`src/rtl/stopwatch_pkg.sv`:
```
// Shared definitions for the MM:SS BCD stopwatch: FSM state encoding and
// active-low seven-segment patterns (bit0 = a ... bit6 = g).
package stopwatch_pkg;

  typedef logic [1:0] state_t;

  localparam state_t IDLE  = 2'd0;
  localparam state_t RUN   = 2'd1;
  localparam state_t PAUSE = 2'd2;

  localparam logic [6:0] SEG_0     = 7'b1000000;
  localparam logic [6:0] SEG_1     = 7'b1111001;
  localparam logic [6:0] SEG_2     = 7'b0100100;
  localparam logic [6:0] SEG_3     = 7'b0110000;
  localparam logic [6:0] SEG_4     = 7'b0011001;
  localparam logic [6:0] SEG_5     = 7'b0010010;
  localparam logic [6:0] SEG_6     = 7'b0000010;
  localparam logic [6:0] SEG_7     = 7'b1111000;
  localparam logic [6:0] SEG_8     = 7'b0000000;
  localparam logic [6:0] SEG_9     = 7'b0010000;
  localparam logic [6:0] SEG_BLANK = 7'b1111111;

endpackage

```
`src/rtl/seg7_decoder.sv`:
```
// Combinational BCD to active-low seven-segment decoder; non-BCD codes blank.
module seg7_decoder
  import stopwatch_pkg::*;
(
  input  logic [3:0] bcd,
  output logic [6:0] seg
);

  always_comb begin
    case (bcd)
      4'd0:    seg = SEG_0;
      4'd1:    seg = SEG_1;
      4'd2:    seg = SEG_2;
      4'd3:    seg = SEG_3;
      4'd4:    seg = SEG_4;
      4'd5:    seg = SEG_5;
      4'd6:    seg = SEG_6;
      4'd7:    seg = SEG_7;
      4'd8:    seg = SEG_8;
      4'd9:    seg = SEG_9;
      default: seg = SEG_BLANK;
    endcase
  end

endmodule

```
`src/rtl/stopwatch_bcd.sv`:
```
// MM:SS BCD stopwatch clocked by the board clock; the 1 Hz divider output and
// the two push-buttons are sampled as asynchronous data and edge-detected.
module stopwatch_bcd
  import stopwatch_pkg::*;
#(
  parameter int TICKS_PER_COUNT = 1
) (
  input  logic        clk_in,
  input  logic        rst,
  input  logic        slow_in,
  input  logic        key_run_n,
  input  logic        key_clr_n,
  output logic        running,
  output logic        wrap,
  output logic [15:0] digits,
  output logic [6:0]  hex3,
  output logic [6:0]  hex2,
  output logic [6:0]  hex1,
  output logic [6:0]  hex0
);

  localparam logic [7:0] TERMINAL = 8'(TICKS_PER_COUNT - 1);

  // [0],[1] form the synchronizer, [2] holds the previous synchronized level.
  logic [2:0] slow_sync;
  logic [2:0] run_sync;
  logic [2:0] clr_sync;

  logic tick;
  logic run_evt;
  logic clr_evt;

  state_t     state;
  state_t     state_next;
  logic [7:0] prescale;
  logic       count_en;
  logic       inc;

  logic [3:0] sec_ones;
  logic [2:0] sec_tens;
  logic [3:0] min_ones;
  logic [2:0] min_tens;

  logic [6:0] seg3;
  logic [6:0] seg2;
  logic [6:0] seg1;
  logic [6:0] seg0;

  // Key synchronizers idle high so a released button never looks like a press
  // when reset lifts.
  // NOTE: sequential state uses non-blocking assignments so every flop samples
  // pre-edge values regardless of statement order.
  always_ff @(posedge clk_in or negedge rst) begin
    if (!rst) begin
      slow_sync <= 3'b000;
      run_sync  <= 3'b111;
      clr_sync  <= 3'b111;
    end else begin
      slow_sync <= {slow_sync[1:0], slow_in};
      run_sync  <= {run_sync[1:0], key_run_n};
      clr_sync  <= {clr_sync[1:0], key_clr_n};
    end
  end

  assign tick    =  slow_sync[1] & ~slow_sync[2];
  assign run_evt = ~run_sync[1]  &  run_sync[2];
  assign clr_evt = ~clr_sync[1]  &  clr_sync[2];

  // Clear outranks start/stop; an unused encoding falls back to IDLE.
  // NOTE: assigning a default first keeps this block free of inferred latches.
  always_comb begin
    state_next = state;
    if (clr_evt) begin
      state_next = IDLE;
    end else if (run_evt) begin
      case (state)
        IDLE:    state_next = RUN;
        RUN:     state_next = PAUSE;
        PAUSE:   state_next = RUN;
        default: state_next = IDLE;
      endcase
    end else if (state != IDLE && state != RUN && state != PAUSE) begin
      state_next = IDLE;
    end
  end

  always_ff @(posedge clk_in or negedge rst) begin
    if (!rst) begin
      state <= IDLE;
    end else begin
      state <= state_next;
    end
  end

  assign running = (state == RUN);

  // A tick coinciding with a clear or start/stop press is dropped.
  assign count_en = running & tick & ~clr_evt & ~run_evt;
  assign inc      = count_en & (prescale == TERMINAL);

  always_ff @(posedge clk_in or negedge rst) begin
    if (!rst) begin
      prescale <= 8'd0;
    end else if (clr_evt) begin
      prescale <= 8'd0;
    end else if (count_en) begin
      prescale <= inc ? 8'd0 : prescale + 8'd1;
    end
  end

  always_ff @(posedge clk_in or negedge rst) begin
    if (!rst) begin
      sec_ones <= 4'd0;
      sec_tens <= 3'd0;
      min_ones <= 4'd0;
      min_tens <= 3'd0;
      wrap     <= 1'b0;
    end else begin
      wrap <= 1'b0;
      if (clr_evt) begin
        sec_ones <= 4'd0;
        sec_tens <= 3'd0;
        min_ones <= 4'd0;
        min_tens <= 3'd0;
      end else if (inc) begin
        if (sec_ones < 4'd9) begin
          sec_ones <= sec_ones + 4'd1;
        end else begin
          sec_ones <= 4'd0;
          if (sec_tens < 3'd5) begin
            sec_tens <= sec_tens + 3'd1;
          end else begin
            sec_tens <= 3'd0;
            if (min_ones < 4'd9) begin
              min_ones <= min_ones + 4'd1;
            end else begin
              min_ones <= 4'd0;
              if (min_tens < 3'd5) begin
                min_tens <= min_tens + 3'd1;
              end else begin
                min_tens <= 3'd0;
                wrap     <= 1'b1;
              end
            end
          end
        end
      end
    end
  end

  assign digits = {1'b0, min_tens, min_ones, 1'b0, sec_tens, sec_ones};

  seg7_decoder u_dec3 (.bcd(digits[15:12]), .seg(seg3));
  seg7_decoder u_dec2 (.bcd(digits[11:8]),  .seg(seg2));
  seg7_decoder u_dec1 (.bcd(digits[7:4]),   .seg(seg1));
  seg7_decoder u_dec0 (.bcd(digits[3:0]),   .seg(seg0));

  // Registered segment drive keeps the display pins glitch-free; one cycle
  // behind digits.
  always_ff @(posedge clk_in or negedge rst) begin
    if (!rst) begin
      hex3 <= SEG_0;
      hex2 <= SEG_0;
      hex1 <= SEG_0;
      hex0 <= SEG_0;
    end else begin
      hex3 <= seg3;
      hex2 <= seg2;
      hex1 <= seg1;
      hex0 <= seg0;
    end
  end

endmodule

```
`config.mk`:
```
export PLATFORM = sky130hd
export DESIGN_NAME = stopwatch_bcd
export DESIGN_NICKNAME = d
export VERILOG_FILES = /design/src/rtl/stopwatch_pkg.sv /design/src/rtl/seg7_decoder.sv /design/src/rtl/stopwatch_bcd.sv
export SDC_FILE = /design/constraint.sdc
export NUM_CORES = 1
export LEC_CHECK = 0
export BUFFER_PORTS_ARGS = -buffer_cell sky130_fd_sc_hd__buf_2
export CAP_MARGIN = 0
export CORE_ASPECT_RATIO = 1.2
export CORE_MARGIN = 5
export CORE_UTILIZATION = 45
export CTS_CLUSTER_DIAMETER = 100
export DETAILED_ROUTE_END_ITERATION = 6
export PLACE_DENSITY = 0.62
export SETUP_SLACK_MARGIN = 0.2
export SLEW_MARGIN = 20
export SYNTH_ARGS = -nofsm -noshare
export SYNTH_HDL_FRONTEND = slang
export SYNTH_SLANG_ARGS = --single-unit
```
`constraint.sdc`:
```
create_clock -name clk_in -period 2.2 [get_ports clk_in]
set_input_delay 0.33 -clock clk_in [delete_from_list [all_inputs] [get_ports clk_in]]
set_output_delay 0.33 -clock clk_in [all_outputs]
set_load 0.02 [all_outputs]
```
# Word-level counts from Yosys, hierarchy flattened
# Memory sizes are Yosys's and may differ from the RTL's. A register that Yosys moved wholly into a read port is not among the register bits.
# Cells that the tools add are included.
# word_totals
regBits	34
mem_bits_ro	448
in_bits	5
out_inout_bits	46
elab_cells	89
n_memories	4
# op_classes
add_sub_neg	5
order_cmp	4
eq_ne	7
mux	31
n_bitwise	12
n_reduce_logical	16
# mem_list
memory	words	width	rd	rd_clocked_by_memory_dff	write_ports	line_no	text
(name not given)	16	7	1	1	0	seg7_decoder.sv:10	case (bcd)
(name not given)	16	7	1	1	0	seg7_decoder.sv:10	
(name not given)	16	7	1	1	0	seg7_decoder.sv:10	
(name not given)	16	7	1	1	0	seg7_decoder.sv:10	
# ops
cell	n
$mux W4	8
$mux W3	10
$mux W8	3
$add A4 B1 Y4 const B	2
$add A8 B1 Y8 const B	1
$logic_not A8 Y1	1
$lt A4 B4 Y1 const B	2
$ne A2 B2 Y1 const B	4
$and A1 B1 Y1	7
$add A3 B1 Y3 const B	2
$lt A3 B3 Y1 const B	2
$mux W1	6
$mux W2	3
$reduce_bool A2 Y1	3
$not A1 Y1	5
$logic_not A1 Y1	4
$pmux W2 S2	1
$reduce_and A4 Y1	1
$reduce_and A3 Y1	1
$reduce_bool A3 Y1	1
$eq A2 B1 Y1 const B	1
$eq A2 B2 Y1 const B	1
$logic_and A1 B1 Y1	2
$logic_not A2 Y1	1
3 further kinds	3

# Longest topological paths before layout
# depth
ltp_word	9
ltp_mapped	7
mapped_depth_nobuf	6

# Cells and area by module
# From an unflattened synthesis, not the netlist that was laid out.
# unflattened
cells_unflattened	331
area_unflattened_um2	3305.7
# by_module_without_submodules
mod	n_inst	cells_each	area_each_um2	seq_area_each_um2
stopwatch_bcd	1	203	2484.9	1564.0
seg7_decoder (u_dec1 ...)	2	33	210.2	0.0
seg7_decoder (u_dec0 ...)	2	31	200.2	0.0

# Least setup slack after synthesis
# Ideal clock, no wire load.
# synth_path
kind	reg-to-reg
startpoint	reg sec_ones[0]
endpoint	reg sec_tens[0]
setup_ns	0.125
arrival_time_ns	1.923
required_ns	2.075
slack_ns	0.152
stages_incl_launch_ff	8
path_buffers	1
period_less_slack_ns	2.048
path_cell_list	dfrtp_1 -> inv_1 -> ha_1 -> nand2b_1 -> nand2_1 -> or3_1 -> buf_2 -> mux2_4
# synth_between
elab_chain_len	3
# synth_lines
item	line_no	text
from (decl)	stopwatch_bcd.sv:39	logic [3:0] sec_ones;
from (signal assigned)	stopwatch_bcd.sv:127	sec_ones <= sec_ones + 4'd1;
$lt A4 B4 Y1	stopwatch_bcd.sv:126	if (sec_ones < 4'd9) begin
$ne A2 B2 Y1 (no line)	n/a	
$reduce_and A2 Y1 (no line)	n/a	
to (signal assigned)	stopwatch_bcd.sv:131	sec_tens <= sec_tens + 3'd1;
to (decl)	stopwatch_bcd.sv:40	logic [2:0] sec_tens;
# Every way passes these cells.
# A chain may end at the register's enable or synchronous reset.

# Worst setup path after layout
# layout_path
startpoint	reg sec_ones[0]
endpoint	reg min_tens[1]
# layout_between
elab_chain_len	3
# layout_lines
item	line_no	text
$lt A4 B4 Y1	stopwatch_bcd.sv:126	
$ne A2 B2 Y1 (no line)	n/a	
$reduce_and A4 Y1 (no line)	n/a	
to (signal assigned)	stopwatch_bcd.sv:139	min_tens <= min_tens + 3'd1;
to (decl)	stopwatch_bcd.sv:42	logic [2:0] min_tens;
# Every way passes these cells.

==> summary.md <==
| Metric | Value |
|---|---|
| Number of register bits inferred by synthesis | `between 60 and 70` |
| Initial antenna violation count | `0` |
| Die area | `8410 µm²` |
| Hold path startpoint | `key_clr_n` |
| Slew Viols, Final | `0` |
| Worst setup SP type | `register` |
| CP arrival | `roughly 2200 ps` |
| Synth area leader | `dfrtp_1` |
| Per-cell routed wire length | `13.8 µm` |
| Remaining global-route overflow | `0` |
| M1 WL | `2.66 mm` |
| Port Buffers | `48` |
| CTS clk-pin slew, worst paths | `approximately 70 ps` |
| Status | `completed` |
| FILL cells | `between 500 and 600` |
| Post-synth EDFFs | `0` |
| FMAX | `between 500 and 600 MHz` |
| Seq/Total Area, Yosys | `between 50% and 60%` |
| Root Buffer | `clkbuf_8` |
| CTS buffer count | `9` |
| Yosys warns | `0` |
| Global Route Usage Sum | `roughly 16%` |
| Worst Skew | `around 13 ps` |
| Clock Path Buffers | `2` |
| ANT nets after route | `0` |
| Top Ports | `slightly above 50` |
| Top layer reached by signal wires | `met4` |
| Rel. slew slack | `about two thirds` |
| HPWL after DPL | `roughly 4.4 mm` |
| Total Wirelength | `just over 6 mm` |
| Area contributors post-synth | `dfrtp_1 43%, dfstp_2 8.8%, ha_1 8.8%` |
| Final Hold Fails | `0` |
| Final Cycle Share | `roughly 87%` |
| Final setup TNS | `0 ps` |
| Max-cap violations | `0` |
| Die height | `just under 100 µm` |
| Core Area | `around 6400 µm²` |
| DRT iter0 DRCs | `between 150 and 200` |
| Via density | `roughly 5.2` |
| Vias in the first global route | `approximately 2200` |
| Reg2reg start | `sec_ones[0]` |
| Fin util | `57.0%` |
| Syn Std Cell Area | `between 3000 and 4000 µm²` |
| Initial core utilization | `46.6%` |
| Layout area overhead | `22.3%` |
| WL met3 | `around 310 µm` |
| Netlist cell types | `between 40 and 50` |
| Worst slew pin tran | `roughly 500 ps` |
| Mean post-synth cell area | `between 10 and 15 µm²` |
| Syn Inst Count | `around 300` |
| CTS tree | `done` |
| 1st-pass router iterations | `4` |
| Pwr per Cell Area | `627 nW/µm²` |
| Share of the synthesized area in the top cell type | `between 40% and 50%` |
| Share of cells above drive strength 1 | `slightly below 30%` |
| Clk_lat worst skew | `about 340 ps` |
| Crit Path Max Fanout | `5` |
| Fin nets | `388` |
| Met2 routed WL | `3.06 mm` |
| H-tree levels | `3` |
| Setup Crit Path Kind | `register to register` |
| RSZ-0062 raised after global routing | `yes` |
| GPL Wtd Cong | `a little under 0.8` |
| Critical Path RT | `2470 ps` |
| Ant diodes | `0` |
| DR DRC count | `0` |
| Cell leakage power | `about 1.8 nW` |
| Async set or reset register ratio after synthesis | `100%` |
| Global-route wire length before repair | `roughly 11 mm` |
| Worst hold path class | `primary input to register` |
| Max IR drop VDD | `between 400 and 500 µV` |
| Via count of the routed design | `2355` |
| Most common flop cell mapped by yosys | `dfrtp_1` |
| Chip width | `84.6 µm` |
| Crit end category | `register` |
| # rows | `32` |
| Final setup vio count | `0` |
| Number of clock sinks | `slightly above 60` |
| Crit. Startpoint | `sec_ones[0]` |
| Largest net degree at the start of global routing | `33` |
| Tmin final | `1920 ps` |
==> timing repair <==
action	CTS	global route
setup buffers	0	8
setup endpoints to repair	1	10
hold buffers	1	0
cloned	0	0
gates resized for setup	1	5
hold endpoints to repair	14	0
==> where the power goes <==
part / switching, mW / internal, mW
combinational: 0.142 / 0.0812
sequential: 0.0171 / 1.18
clock: 0.412 / 0.471
==> cell families after synthesis <==
kind of cell | Yosys count | synth area share (%)
simple gates | 108 | 19.0
mux | 7 | 2.54
other cells | 1 | 0.125
flops | 62 | 52.1
buf+inv | 32 | 4.42
fa+ha+maj | 21 | 8.75
compound gates | 61 | 12.2
xor+xnor | 3 | 0.875
==> registers in the layout, summed over array words and instances, names as in the netlist <==
register	count
run_sync	3
hex3	7
prescale	8
state	2
wrap	1
slow_sync	3
min_tens	3
hex0	7
hex1	7
sec_ones	4
clr_sync	3
hex2	7
min_ones	4
sec_tens	3
==> metal layers <==
layer  vias to the layer above  GRT usage (%)
met1                      1121           19.6
met4                         0           10.1
met2                        61           24.7
met5                         -              0
li1                       1160              -
met3                        13           4.23
==> layout make-up <==
| cell class | count | area (µm²) | area share (%) |
|---|---|---|---|
| Sequential cell | 62 | 1570 | 42.7 |
| Clock buffer | 15 | 166 | 4.53 |
| Multi-Input combinational cell | 202 | 1340 | 36.5 |
| Inverter | 17 | 63.8 | 1.74 |
| Tap cell | 85 | 106 | 2.90 |
| Timing Repair Buffer | 70 | 420 | 11.4 |
| Clock inverter | 1 | 5.00 | 0.136 |
==> critical path: stages (launching register included) <==
cell and delay, ps:
dfrtp_2 400, inv_1 90, ha_1 230, nand2b_1 160, buf_4 160, nand4_1 160, or4_1 510, a21oi_1 150
==> cell usage after synthesis (2+ instances only) <==
cell and instances:
o31ai_1 2, dfstp_2 10, o21a_1 2, buf_4 3, o32ai_1 2, xnor2_1 3, inv_1 17, o311ai_0 3
nor2_1 26, a31oi_1 3, clkbuf_1 11, a21oi_1 21, o211ai_1 2, nand2_1 25, or4_1 2, or2_2 2
mux2i_1 5, nand3_1 10, nor4_1 3, nand4_1 5, nor2b_1 5, and2_1 4, o21ai_0 18, nor3_1 6
dfrtp_1 52, or3_1 6, nor4b_1 2, nand2b_1 5, ha_1 21
==> cell usage in the layout (no fill, tap or decap), types with 6 or more instances in the layout <==
cell type	count
dfrtp_1	48
buf_2	48
nor2_1	26
nand2_1	25
a21oi_1	21
ha_1	21
buf_4	20
o21ai_0	18
inv_1	17
clkbuf_8	11
dfstp_2	10
nand3_1	9
nor3_1	6
or3_1	6
==> metrics by stage <==
stage	hold WS (ps)	power (mW)	instances	worst slack (ps)	instance area (µm²)
after floorplan	34.4	1.34	296	203	3010
after global placement	298	1.43	427	266	3400
after detailed placement	303	1.43	427	209	3400
after CTS	67.6	2.32	444	210	3580
after global routing	64.9	2.42	452	160	3670
final	84.3	2.30	452	277	3670
==> path summary, 6_finish.rpt <==
| kind | end | slack (ps) | depth (start not counted) |
|---|---|---|---|
| worst min-delay path | clr_sync[0] | 80 | 1 |
| max in group asynchronous | run_sync[2] | 1110 | 3 |
| min in group asynchronous | hex3[5] | 470 | 2 |
| worst max-delay path | min_tens[1] | 280 | 7 |
| worst max register to register | min_tens[1] | 280 | 7 |
| worst min register to register | slow_sync[1] | 350 | 0 |
No activity file was read; power rests on OpenSTA's default activity.
